File: config.mk
export PLATFORM = sky130hd
export DESIGN_NAME = if_id_skid_reg
export DESIGN_NICKNAME = d
export VERILOG_FILES = /design/src/rtl/if_id_skid_reg.sv
export SDC_FILE = /design/constraint.sdc
export NUM_CORES = 1
export LEC_CHECK = 0
export ABC_AREA = 0
export CAP_MARGIN = 25
export CORE_UTILIZATION = 35
export CTS_CLUSTER_DIAMETER = 40
export DETAILED_ROUTE_END_ITERATION = 8
export HOLD_SLACK_MARGIN = 0.1
export MAX_ROUTING_LAYER = met4
export PLACE_DENSITY_LB_ADDON = 0.25
export SLEW_MARGIN = 20
export SYNTH_ARGS = -nofsm -noshare
export SYNTH_HDL_FRONTEND = slang
export SYNTH_SLANG_ARGS = --single-unit
File: constraint.sdc
create_clock -name Clk -period 13.7 [get_ports Clk]
set_clock_uncertainty 0.05 [all_clocks]
set_input_delay 2.055 -clock Clk [delete_from_list [all_inputs] [get_ports Clk]]
set_output_delay 2.055 -clock Clk [all_outputs]
set_load 0.01 [all_outputs]
File: src/rtl/if_id_skid_reg.sv
// IF/ID pipeline register with a one-entry skid buffer so that In_Ready is fully registered.
// Also counts back-pressure cycles in a saturating counter.
module if_id_skid_reg #(
  parameter int unsigned        DATA_W    = 32,
  parameter int unsigned        PC_W      = 32,
  parameter logic [DATA_W-1:0]  NOP_INSTR = DATA_W'(32'h0000_0000),
  parameter int unsigned        CNT_W     = 16
) (
  input  logic              Clk,
  input  logic              Rst,
  input  logic              Flush,
  input  logic              In_Valid,
  output logic              In_Ready,
  input  logic [DATA_W-1:0] Instruction_In,
  input  logic [PC_W-1:0]   PC_In,
  output logic              Out_Valid,
  input  logic              Out_Ready,
  output logic [DATA_W-1:0] Instruction_Out,
  output logic [PC_W-1:0]   PC_Out,
  output logic [CNT_W-1:0]  Stall_Count
);

  typedef struct packed {
    logic [DATA_W-1:0] instr;
    logic [PC_W-1:0]   pc;
  } entry_t;

  // EMPTY: no entry; MAIN: main slot valid; FULL: main and skid slots valid
  typedef enum logic [1:0] {
    ST_EMPTY = 2'd0,
    ST_MAIN  = 2'd1,
    ST_FULL  = 2'd2
  } state_e;

  localparam entry_t NOP_ENTRY = '{instr: NOP_INSTR, pc: PC_W'(0)};
  localparam logic [CNT_W-1:0] CNT_MAX = '1;

  state_e           state_q, state_n;
  entry_t           main_q, main_n;
  entry_t           skid_q, skid_n;
  logic [CNT_W-1:0] stall_cnt_q, stall_cnt_n;
  logic             in_ready_q, in_ready_n;
  logic             out_valid_q, out_valid_n;
  logic             accept_c;
  logic             drain_c;
  entry_t           in_entry_c;

  assign in_entry_c = '{instr: Instruction_In, pc: PC_In};
  assign accept_c   = In_Valid & in_ready_q;
  assign drain_c    = out_valid_q & Out_Ready;

  // Next-state, slot contents and stall counter
  always_comb begin
    state_n     = state_q;
    main_n      = main_q;
    skid_n      = skid_q;
    stall_cnt_n = stall_cnt_q;

    // Back-pressure is counted even in a flush cycle; flush with Out_Ready=1 is not a stall
    if (out_valid_q && !Out_Ready && (stall_cnt_q != CNT_MAX)) begin
      stall_cnt_n = stall_cnt_q + CNT_W'(1);
    end

    if (Flush) begin
      state_n = ST_EMPTY;
      main_n  = NOP_ENTRY;
    end else begin
      case (state_q)
        ST_EMPTY: begin
          if (accept_c) begin
            state_n = ST_MAIN;
            main_n  = in_entry_c;
          end
        end
        ST_MAIN: begin
          if (drain_c && accept_c) begin
            main_n = in_entry_c;
          end else if (drain_c) begin
            state_n = ST_EMPTY;
            main_n  = NOP_ENTRY;
          end else if (accept_c) begin
            state_n = ST_FULL;
            skid_n  = in_entry_c;
          end
        end
        ST_FULL: begin
          // In_Ready is low here, so only a drain can happen
          if (drain_c) begin
            state_n = ST_MAIN;
            main_n  = skid_q;
          end
        end
        default: begin
          state_n = ST_EMPTY;
          main_n  = NOP_ENTRY;
        end
      endcase
    end

    in_ready_n  = (state_n != ST_FULL);
    out_valid_n = (state_n != ST_EMPTY);
  end

  always_ff @(posedge Clk or posedge Rst) begin
    if (Rst) begin
      state_q     <= ST_EMPTY;
      main_q      <= NOP_ENTRY;
      skid_q      <= NOP_ENTRY;
      stall_cnt_q <= '0;
      in_ready_q  <= 1'b1;
      out_valid_q <= 1'b0;
    end else begin
      state_q     <= state_n;
      main_q      <= main_n;
      skid_q      <= skid_n;
      stall_cnt_q <= stall_cnt_n;
      in_ready_q  <= in_ready_n;
      out_valid_q <= out_valid_n;
    end
  end

  assign In_Ready        = in_ready_q;
  assign Out_Valid       = out_valid_q;
  assign Instruction_Out = main_q.instr;
  assign PC_Out          = main_q.pc;
  assign Stall_Count     = stall_cnt_q;

endmodule

Word-level counts from Yosys, hierarchy flattened
Index checks and enable logic that the tools add are counted.
{"block": "op_classes", "add_sub_neg": 1, "eq_ne": 7, "n_mux": 13, "bitwise": 5, "reduce_logical": 8}
{"operator": "2-to-1 mux 64 bit", "n": 5}
{"operator": "case mux 64 bit (3 select lines)", "n": 1}
{"operator": "adder 16 x 1 -> 16 bit (second input constant)", "n": 1}
{"operator": "inequality test 16 bit (second input constant)", "n": 1}
{"operator": "2-to-1 mux 2 bit", "n": 6}
{"operator": "inequality test 3 bit (second input constant)", "n": 2}
{"operator": "case mux 2 bit (3 select lines)", "n": 1}
{"operator": "AND reduction 5 bit", "n": 1}
{"operator": "inequality test 4 bit (second input constant)", "n": 1}
{"operator": "logical AND 1 bit", "n": 3}
{"operator": "NOT 1 bit", "n": 3}
{"operator": "AND reduction 3 bit", "n": 1}
{"operator": "AND 1 bit", "n": 2}
{"operator": "== test 2 x 1 -> 1 bit (second input constant)", "n": 1}
{"operator": "== test 2 bit (second input constant)", "n": 1}
{"operator": "zero test 2 bit", "n": 1}
{"operator": "inequality test 2 bit (second input constant)", "n": 1}
{"operator": "nonzero test 2 bit", "n": 1}
{"operator": "zero test 1 bit", "n": 1}
{"block": "totals", "register_bits": 148, "input_bits": 69, "word_cells": 42}

Depth between registers and ports, before layout
Gate-level depths: netlist of run 1.
{"block": "logic_depth", "word_depth": 7, "ltp_mapped": 7}

Worst setup path after synthesis of run 1
No wires, ideal clock.
{"block": "synth_path", "path_type": "input to register", "start": "input Out_Ready", "end": "register skid_q[0] (netlist bit)", "t_arrival_ns": 3.282, "required_ns": 13.525, "setup_slack_ns": 10.242, "path_stages": 6, "n_path_buf": 2, "path_cell_list": "nand2_2 -> nand2_2 -> or4_4 -> buf_6 -> buf_12 -> mux2_4"}
{"block": "synth_between", "elab_chain_len": 4, "word_cells_on_any_way": 5}
{"element": "start: declaration", "line_no": "17", "text": "input logic Out_Ready,"}
{"element": "AND 1 bit *", "line_no": "50", "text": "assign drain_c = out_valid_q & Out_Ready;"}
{"element": "logical AND 1 bit", "line_no": "76", "text": "if (drain_c && accept_c) begin"}
{"element": "NOT 1 bit (no line)"}
{"element": "AND reduction 5 bit (no line) *"}
{"element": "end signal: assignment", "line_no": "115", "text": "skid_q <= skid_n;"}
{"element": "end: declaration", "line_no": "40", "text": "entry_t skid_q, skid_n;"}
Every way passes the cells marked *; elsewhere a longest branch is shown, timed or not.
A chain may end at the register's enable or synchronous reset.

Worst setup path in the final report of run 1
{"block": "layout_path", "start": "input Out_Ready", "end": "register skid_q[38] (netlist bit)"}
Same word-level chain as after synthesis.

==> results.sh, run 1 <==
export IMPL_cap_violations=0
export IMPL_power_mw=1.44
export IMPL_drive_gt1_share_pct=18.8
export IMPL_drtAntennaViolNets=0
export IMPL_synth_most_common_cell="dfrtp_1"
export IMPL_whs_path_depth=1
export IMPL_nets=660
export IMPL_fillerInstances=1586
export IMPL_period_needed_ns=4.16
export IMPL_worst_pin_slew_ns=0.831
export IMPL_post_route_period_util_pct=30.3
export IMPL_grtUsageTotal_pct=17.1
export IMPL_antenna_found_initial=0
export IMPL_yosysSeqAreaShare_pct=57.6
export IMPL_gp_congestion=0.847
export IMPL_reg2reg_depth=4
export IMPL_area_growth_syn_to_layout_pct=34.0
export IMPL_path_cells="clkdlybuf4s50_1, nand2_2, nand2_2, or4_4, buf_4, mux2_4"
export IMPL_synthCells=450
export IMPL_grt_remaining_overflow=0
export IMPL_synth_distinct_cells=36
export IMPL_synth_top_area_share_pct=57.2
export IMPL_critPathSlowestCell="or4_4"
export IMPL_start_kind="input port"
export IMPL_grt_max_degree=95
export IMPL_cts_tree="built"
export IMPL_cp_required_ns=13.94
export IMPL_hp_class="reg2reg"
export IMPL_fmax_ghz=0.241
export IMPL_reg2reg_from="state_q[0]"
export IMPL_postSynthAreaPerCell_um2=14.3
export IMPL_ys_ff_latch=148
export IMPL_die_w_um=138
export IMPL_io_buffers=150
export IMPL_rsz0062_at_grt="no"
export IMPL_totalWireLength_um=14800
export IMPL_endpoint_kind="register"
export IMPL_cts_made_buffers=17
export IMPL_setup_viol=0
export IMPL_std_cell_rows=49
export IMPL_firstDrtPassIters=4
export IMPL_hp_start="PC_Out[8]"
export IMPL_worstHoldEndpoint="PC_Out[8]"
export IMPL_ctsHoldBuffers=0
export IMPL_syn_nets=520
export IMPL_grt_pass1_vias=4565
export IMPL_dieHeight_um=138
export IMPL_synth_area_mm2=0.00644
export IMPL_root_buffer="clkbuf_16"
export IMPL_async_reset_ff_share_pct=100
export IMPL_clockBufferDepth=2
export IMPL_worstSetupPathType="in2reg"
export IMPL_cp_max_fo=44
export IMPL_hold_viol=0
export IMPL_core_mm2=0.0180
export IMPL_reg2reg_to="skid_q[38]"
export IMPL_clk_latency_ns=0.41
export IMPL_run_status="finished, final reports clean"
export IMPL_grt_pass1_wl_um=24300
export IMPL_leakage_nw=3.81
export IMPL_drt_wirelength_per_cell_um=17.8
export IMPL_crit_top_cell="nand2_2"
export IMPL_post_cts_resized=0
export IMPL_vias=4307
export IMPL_cts_setup_buffers=0
export IMPL_ys_top_cells_by_count="dfrtp_1, a22oi_1, o2bb2ai_1"
export IMPL_synth_edf_count=0
export IMPL_slew_headroom_pct=44.6
export IMPL_start_util_pct=35.8
export IMPL_dp_hpwl_um=9290
export IMPL_fin_setup_tns_ns=0
export IMPL_netlist_top_cells_area="dfrtp_1, mux2_4, o2bb2ai_1"
export IMPL_io_pins=151
export IMPL_htreeDepth=4
export IMPL_path_clk_slew_ns=0.06
export IMPL_irDropWorstVdd_uv=80.9
export IMPL_maxSlewViolCount=0
export IMPL_worstPathArrival_ns=4.39
export IMPL_dieArea_mm2=0.0189
export IMPL_drt_iter0_markers=252
export IMPL_ys_flop_type="dfrtp_1"
export IMPL_slowest_delay_ns=0.71
export IMPL_powerDensity_mw_per_mm2=167
export IMPL_diodes=0
export IMPL_rrSetupSlack_ns=11.23
export IMPL_yosysTopAreaCell="dfrtp_1"
export IMPL_via_per_inst=5.19
export IMPL_cts_sinks=148
export IMPL_drc=0
export IMPL_yosys_warnings=0
[layout make-up]
type | instances | area [um^2] | share of cell area (%)
Clock inverter | 12 | 130 | 1.51
Timing Repair Buffer | 156 | 1550 | 17.9
Multi-Input combinational cell | 265 | 2500 | 29.0
Clock buffer | 18 | 439 | 5.09
Tap cell | 229 | 287 | 3.32
Sequential cell | 148 | 3700 | 43.0
Inverter | 2 | 12.5 | 0.145
[where the power goes]
part	switching [mW]	total, mW	internal (mW)
sequential	0.0811	0.641	0.560
combinational	0.125	0.344	0.219
clock	0.181	0.452	0.271
total	0.387	1.44	1.05
[through the flow]
| stage | area [um^2] | instances | util (%) | hold slack [ns] | setup slack [ns] |
|---|---|---|---|---|---|
| finish | 8620 | 830 | 48.0 | 0.441 | 9.54 |
| global route | 8620 | 830 | 48.0 | 0.460 | 9.47 |
| CTS | 8620 | 830 | 48.0 | 0.445 | 9.55 |
| detailed placement | 8050 | 800 | 44.8 | 0.423 | 9.11 |
| global placement | 8050 | 800 | 44.8 | 0.422 | 9.18 |
| floorplan | 6440 | 450 | - | 0.430 | 7.62 |
[metal layers]
| layer | part of all wire (%) | vias up | global-route usage (%) |
|---|---|---|---|
| met2 | 45 | 136 | 25.7 |
| met1 | 48 | 2163 | 22.6 |
| li1 | - | 1996 | - |
| met4 | 1.0 | 0 | 5.13 |
| met3 | 5.8 | 12 | 4.42 |
| met5 | 0 | - | - |
[state kept, by name, summed over array words and instances (netlist names)]
register / flops
state_q: 2
Instruction_Out: 32
PC_Out: 32
skid_q: 64
Out_Valid: 1
In_Ready: 1
Stall_Count: 16
[worst max-delay path, delay by kind of cell]
family,cells,cell delay [ns]
buffers and inverters,2,0.92
multiplexers,1,0.40
AND/OR/NAND/NOR,3,0.95
[how the worst max path moves through the flow]
stage              start            endpoint  slack [ns]  cells past startpoint
5_1_grt        Out_Ready          skid_q[12]        9.47                      6
2_1_floorplan        Rst  Instruction_Out[0]        7.62                      1
3_5_place_dp   Out_Ready          skid_q[13]        9.11                      6
6_report       Out_Ready          skid_q[38]        9.54                      6
3_3_place_gp   Out_Ready          skid_q[14]        9.18                      6
4_1_cts        Out_Ready          skid_q[13]        9.55                      6
[logic make-up after synthesis]
group	share of synthesized area, %
compound gates	17.5
xor+xnor	2.04
fa+ha+maj	0.194
buf+inv	4.06
flops	57.6
mux	14.9
simple gates	3.81
[layout by cell type (no fill, tap or decap), types with 5 or more instances in the layout]
master and count:
nand2_1 8, o2bb2ai_1 64, nand4_1 5, dfrtp_1 147, nand3_1 7, mux2_2 5
mux2_4 60, nor2_1 9, clkdlybuf4s50_1 150, clkbuf_16 17, a22oi_1 65, xnor2_1 13
buf_4 6
No activity file was read; power rests on OpenSTA's default activity.
==> run 2, diff against run 1 <==
Clock period 13.7 ns to 3.8 ns, I/O delays scaled along.
==> run 2 against run 1 <==
Non-clock buffer count rose by 2; largest cell class unchanged; power rose to 3.8 times the previous value; register-to-register slack got worse by 9.8 ns; global-route usage rose by 0.38 points; highest routed layer unchanged; critical path depth did not move.
==> results.sh, run 2 (synthesized netlist as in run 1, its figures left out) <==
export IMPL_run_status="finished, final reports clean"
export IMPL_cts_setup_buffers=0
export IMPL_slowest_delay_ns=0.74
export IMPL_start_util_pct=35.8
export IMPL_cp_max_fo=25
export IMPL_rsz0062_at_grt="no"
export IMPL_std_cell_rows=49
export IMPL_gp_congestion=0.838
export IMPL_area_growth_syn_to_layout_pct=36.4
export IMPL_grt_pass1_wl_um=24500
export IMPL_path_clk_slew_ns=0.06
export IMPL_powerDensity_mw_per_mm2=622
export IMPL_path_cells="clkdlybuf4s50_1, nand2_2, nand2_2, or4_4, buf_4, mux2_4"
export IMPL_clk_latency_ns=0.42
export IMPL_maxSlewViolCount=0
export IMPL_worstPathArrival_ns=2.79
export IMPL_root_buffer="clkbuf_16"
export IMPL_dieHeight_um=138
export IMPL_worst_pin_slew_ns=0.714
export IMPL_via_per_inst=5.24
export IMPL_largest_register_ffs=64
export IMPL_post_cts_resized=0
export IMPL_drc=0
export IMPL_grt_pass1_vias=4684
export IMPL_io_buffers=150
export IMPL_post_route_period_util_pct=66.9
export IMPL_cp_num_cells=6
export IMPL_top_register="skid_q"
export IMPL_leakage_nw=3.87
export IMPL_core_mm2=0.0180
export IMPL_die_w_um=138
export IMPL_slew_headroom_pct=52.0
export IMPL_reg2reg_depth=4
export IMPL_irDropWorstVdd_uv=307
export IMPL_path_buf_inv=2
export IMPL_htreeDepth=4
export IMPL_cp_required_ns=4.05
export IMPL_setup_viol=0
export IMPL_power_mw=5.46
export IMPL_clockBufferDepth=2
export IMPL_grtUsageTotal_pct=17.5
export IMPL_crit_top_cell="nand2_2"
export IMPL_fin_setup_tns_ns=0
export IMPL_drt_iter0_markers=242
export IMPL_nets=662
export IMPL_endpoint_kind="register"
export IMPL_final_cell_mix="clkdlybuf4s50_1, dfrtp_1, a22oi_1, o2bb2ai_1, mux2_4"
export IMPL_final_common_cell="clkdlybuf4s50_1"
export IMPL_worstSetupPathType="in2reg"
export IMPL_hold_viol=0
export IMPL_cts_made_buffers=17
export IMPL_dp_hpwl_um=9630
export IMPL_drive_gt1_share_pct=18.8
export IMPL_ctsHoldBuffers=0
export IMPL_drtAntennaViolNets=0
export IMPL_antenna_found_initial=0
export IMPL_diodes=0
export IMPL_worst_path_dominant_cell_family="simple AND/OR/NAND/NOR gates"
export IMPL_start_kind="input port"
export IMPL_hp_class="reg2reg"
export IMPL_critPathSlowestCell="or4_4"
export IMPL_totalWireLength_um=15200
export IMPL_fmax_ghz=0.394
export IMPL_cts_sinks=148
export IMPL_vias=4368
export IMPL_grt_remaining_overflow=0
export IMPL_cts_tree="built"
export IMPL_drt_wirelength_per_cell_um=18.2
export IMPL_whs_path_depth=1
export IMPL_period_needed_ns=2.54
export IMPL_firstDrtPassIters=5
export IMPL_io_pins=151
export IMPL_dieArea_mm2=0.0189
export IMPL_grt_max_degree=87
export IMPL_cap_violations=0
[run 2: cell types whose count changed in the layout (fill, tap and decap cells not counted), sizes merged]
cell / previous run / this run
buf: 6 / 8
inv: 5 / 1
bufinv: 2 / 5
clkinvlp: 2 / 3
clkinv: 5 / 1
clkbuf: 18 / 24
[run 2: final cells by class]
class / count / area, um^2
tap: 229 / 287
clock inverter: 8 / 170
fill: 1529 / 9180
clock buffer: 24 / 492
timing repair buffer: 158 / 1610
sequential: 148 / 3700
inverter: 2 / 11.3
multi-input combinational: 265 / 2500
[run 2: path summary, 6_finish.rpt]
| path | startpoint | slack [ns] | endpoint |
|---|---|---|---|
| max | Out_Ready | 1.26 | skid_q[49] |
| min | Instruction_Out[30] | 0.44 | Instruction_Out[30] |
| max reg2reg | state_q[0] | 1.45 | skid_q[49] |
| min reg2reg | Instruction_Out[30] | 0.44 | Instruction_Out[30] |
| max in group asynchronous | Rst | 2.34 | Instruction_Out[28] |
| min in group asynchronous | Rst | 0.46 | Stall_Count[5] |
[run 2: routing by layer]
metal	wire [um]	track usage (%)
met1	7220	23.3
met3	834	3.72
met4	111	6.90
met5	0	-
met2	7050	25.9
[run 2: power by group]
part	internal, mW	switching (mW)
combinational	0.805	0.456
sequential	2.02	0.303
clock	1.24	0.641
[run 2: stage by stage]
stage | cells | hold slack, ns | cell area, um^2 | setup WS, ns | util (%)
3_3_place_gp | 802 | 0.425 | 8120 | 0.885 | 45.2
6_report | 834 | 0.438 | 8780 | 1.26 | 48.9
4_1_cts | 834 | 0.441 | 8780 | 1.27 | 48.9
5_1_grt | 834 | 0.453 | 8780 | 1.21 | 48.9
2_1_floorplan | 450 | 0.430 | 6440 | 1.32 | -
3_5_place_dp | 802 | 0.423 | 8120 | 0.829 | 45.2
==> run 3, diff against run 2 <==
Clock period 3.8 ns to 2.5 ns, I/O delays scaled along.
==> run 3 against run 2 <==
Critical path depth unchanged; die area unchanged; clock-buffer cell count down 5; hold slack worse by 0.11 ns; first-iteration DRC count down 11%; via count up 1.6%; routed wire length up 1.6%; global-route usage up 0.24 points; combinational power up 55%; cell area up 0.97%; sequential power up 51%.
==> results.sh, run 3 (synthesized netlist as in run 1, its figures left out) <==
export IMPL_area_growth_syn_to_layout_pct=37.7
export IMPL_power_frac_clock_pct=33.9
export IMPL_hp_class="in2async"
export IMPL_diodes=0
export IMPL_std_cell_rows=49
export IMPL_final_common_cell="clkdlybuf4s50_1"
export IMPL_cts_sinks=148
export IMPL_firstDrtPassIters=4
export IMPL_worstSetupPathType="reg2reg"
export IMPL_place_area_mm2=0.00822
export IMPL_drt_wirelength_per_cell_um=18.4
export IMPL_rsz0062_at_grt="no"
export IMPL_dp_hpwl_um=9780
export IMPL_power_frac_comb_pct=23.6
export IMPL_cts_made_buffers=17
export IMPL_reg2reg_depth=6
export IMPL_switching_share_pct=26.1
export IMPL_cts_setup_buffers=0
export IMPL_drc=0
export IMPL_cp_max_fo=44
export IMPL_p_switching_mw=2.16
export IMPL_fmax_ghz=0.478
export IMPL_ctsHoldBuffers=0
export IMPL_root_buffer="clkbuf_16"
export IMPL_largest_register_ffs=64
export IMPL_via_per_inst=5.27
export IMPL_fin_setup_tns_ns=0
export IMPL_clk_latency_ns=0.42
export IMPL_leakage_nw=3.91
export IMPL_fin_area_mm2=0.00886
export IMPL_irDropWorstVdd_uv=477
export IMPL_p_int_mw=6.10
export IMPL_drtAntennaViolNets=0
export IMPL_worstSetupStartpoint="state_q[0]"
export IMPL_worst_pin_slew_ns=0.669
export IMPL_io_buffers=150
export IMPL_grt_pass1_wl_um=24700
export IMPL_run_status="finished, final reports clean"
export IMPL_critPathSlowestCell="dfrtp_1"
export IMPL_setup_viol=0
export IMPL_clockBufferDepth=2
export IMPL_worstPathArrival_ns=2.38
export IMPL_dieHeight_um=138
export IMPL_die_w_um=138
export IMPL_cp_required_ns=2.79
export IMPL_nets=670
export IMPL_endpoint_kind="register"
export IMPL_start_kind="register"
export IMPL_cts_tree="built"
export IMPL_top_register="skid_q"
export IMPL_io_pins=151
export IMPL_grtUsageTotal_pct=17.7
export IMPL_instances_no_fill=842
export IMPL_grt_remaining_overflow=0
export IMPL_slowest_delay_ns=0.50
export IMPL_start_util_pct=35.8
export IMPL_sequentialPowerShare_pct=42.5
export IMPL_period_needed_ns=2.09
export IMPL_cap_violations=0
export IMPL_path_cells="nand2b_1, nand2_1, a22oi_1, nor2_4, buf_12, o2bb2ai_1"
export IMPL_post_cts_resized=0
export IMPL_place_inst=810
export IMPL_hold_viol=0
export IMPL_rrSetupSlack_ns=0.41
export IMPL_powerDensity_mw_per_mm2=932
export IMPL_grt_max_degree=56
export IMPL_slew_headroom_pct=55.3
export IMPL_drive_gt1_share_pct=20.2
export IMPL_post_route_period_util_pct=83.7
export IMPL_gp_congestion=0.811
export IMPL_drt_iter0_markers=216
export IMPL_dieArea_mm2=0.0189
export IMPL_antenna_found_initial=0
export IMPL_core_mm2=0.0180
export IMPL_worst_path_dominant_cell_family="simple AND/OR/NAND/NOR gates"
export IMPL_totalWireLength_um=15500
export IMPL_reg2reg_from="state_q[0]"
export IMPL_cp_num_cells=6
export IMPL_path_clk_slew_ns=0.06
export IMPL_grt_pass1_vias=4686
export IMPL_vias=4438
export IMPL_htreeDepth=4
export IMPL_path_buf_inv=1
export IMPL_maxSlewViolCount=0
export IMPL_final_cell_mix="clkdlybuf4s50_1, dfrtp_1, a22oi_1, o2bb2ai_1, mux2_4"
## run 3: final timing paths
kind	end
worst max-delay path	Instruction_Out[1]
worst min-delay path	skid_q[35]
worst max register to register	Instruction_Out[1]
worst min register to register	Instruction_Out[16]
max in group asynchronous	Instruction_Out[29]
min in group Clk	Instruction_Out[16]
## run 3: through the flow
| step | hold slack [ns] | setup WS, ns | power [mW] | util (%) |
|---|---|---|---|---|
| after detailed placement | 0.423 | 0.166 | 5.49 | 45.7 |
| after CTS | 0.343 | 0.398 | 8.35 | 49.3 |
| after global placement | 0.421 | 0.173 | 5.42 | 45.7 |
| final | 0.326 | 0.407 | 8.27 | 49.3 |
| after floorplan | 0.391 | 0.215 | 4.73 | - |
| after global routing | 0.359 | 0.268 | 8.67 | 49.3 |
## run 3: routing by layer
layer	global-route usage, %	part of all wire [%]
met1	22.9	47
met2	26.6	46
met3	5.56	6.6
met4	5.19	1.0
met5	-	0
## run 3: area by class of cell
type,count,area [um^2]
Fill cell,1553,9100
Clock inverter,13,206
Timing Repair Buffer,166,1710
Multi-Input combinational cell,265,2500
Tap cell,229,287
Clock buffer,19,443
Inverter,2,11.3
Sequential cell,148,3700
## run 3: power groups by stage
stage,clock (mW),sequential [mW],combinational (mW)
3_3_place_gp,0,3.51,1.91
6_report,2.80,3.51,1.95
3_5_place_dp,0,3.51,1.98
5_1_grt,2.96,3.59,2.11
2_1_floorplan,0,3.48,1.24
4_1_cts,2.86,3.51,1.98
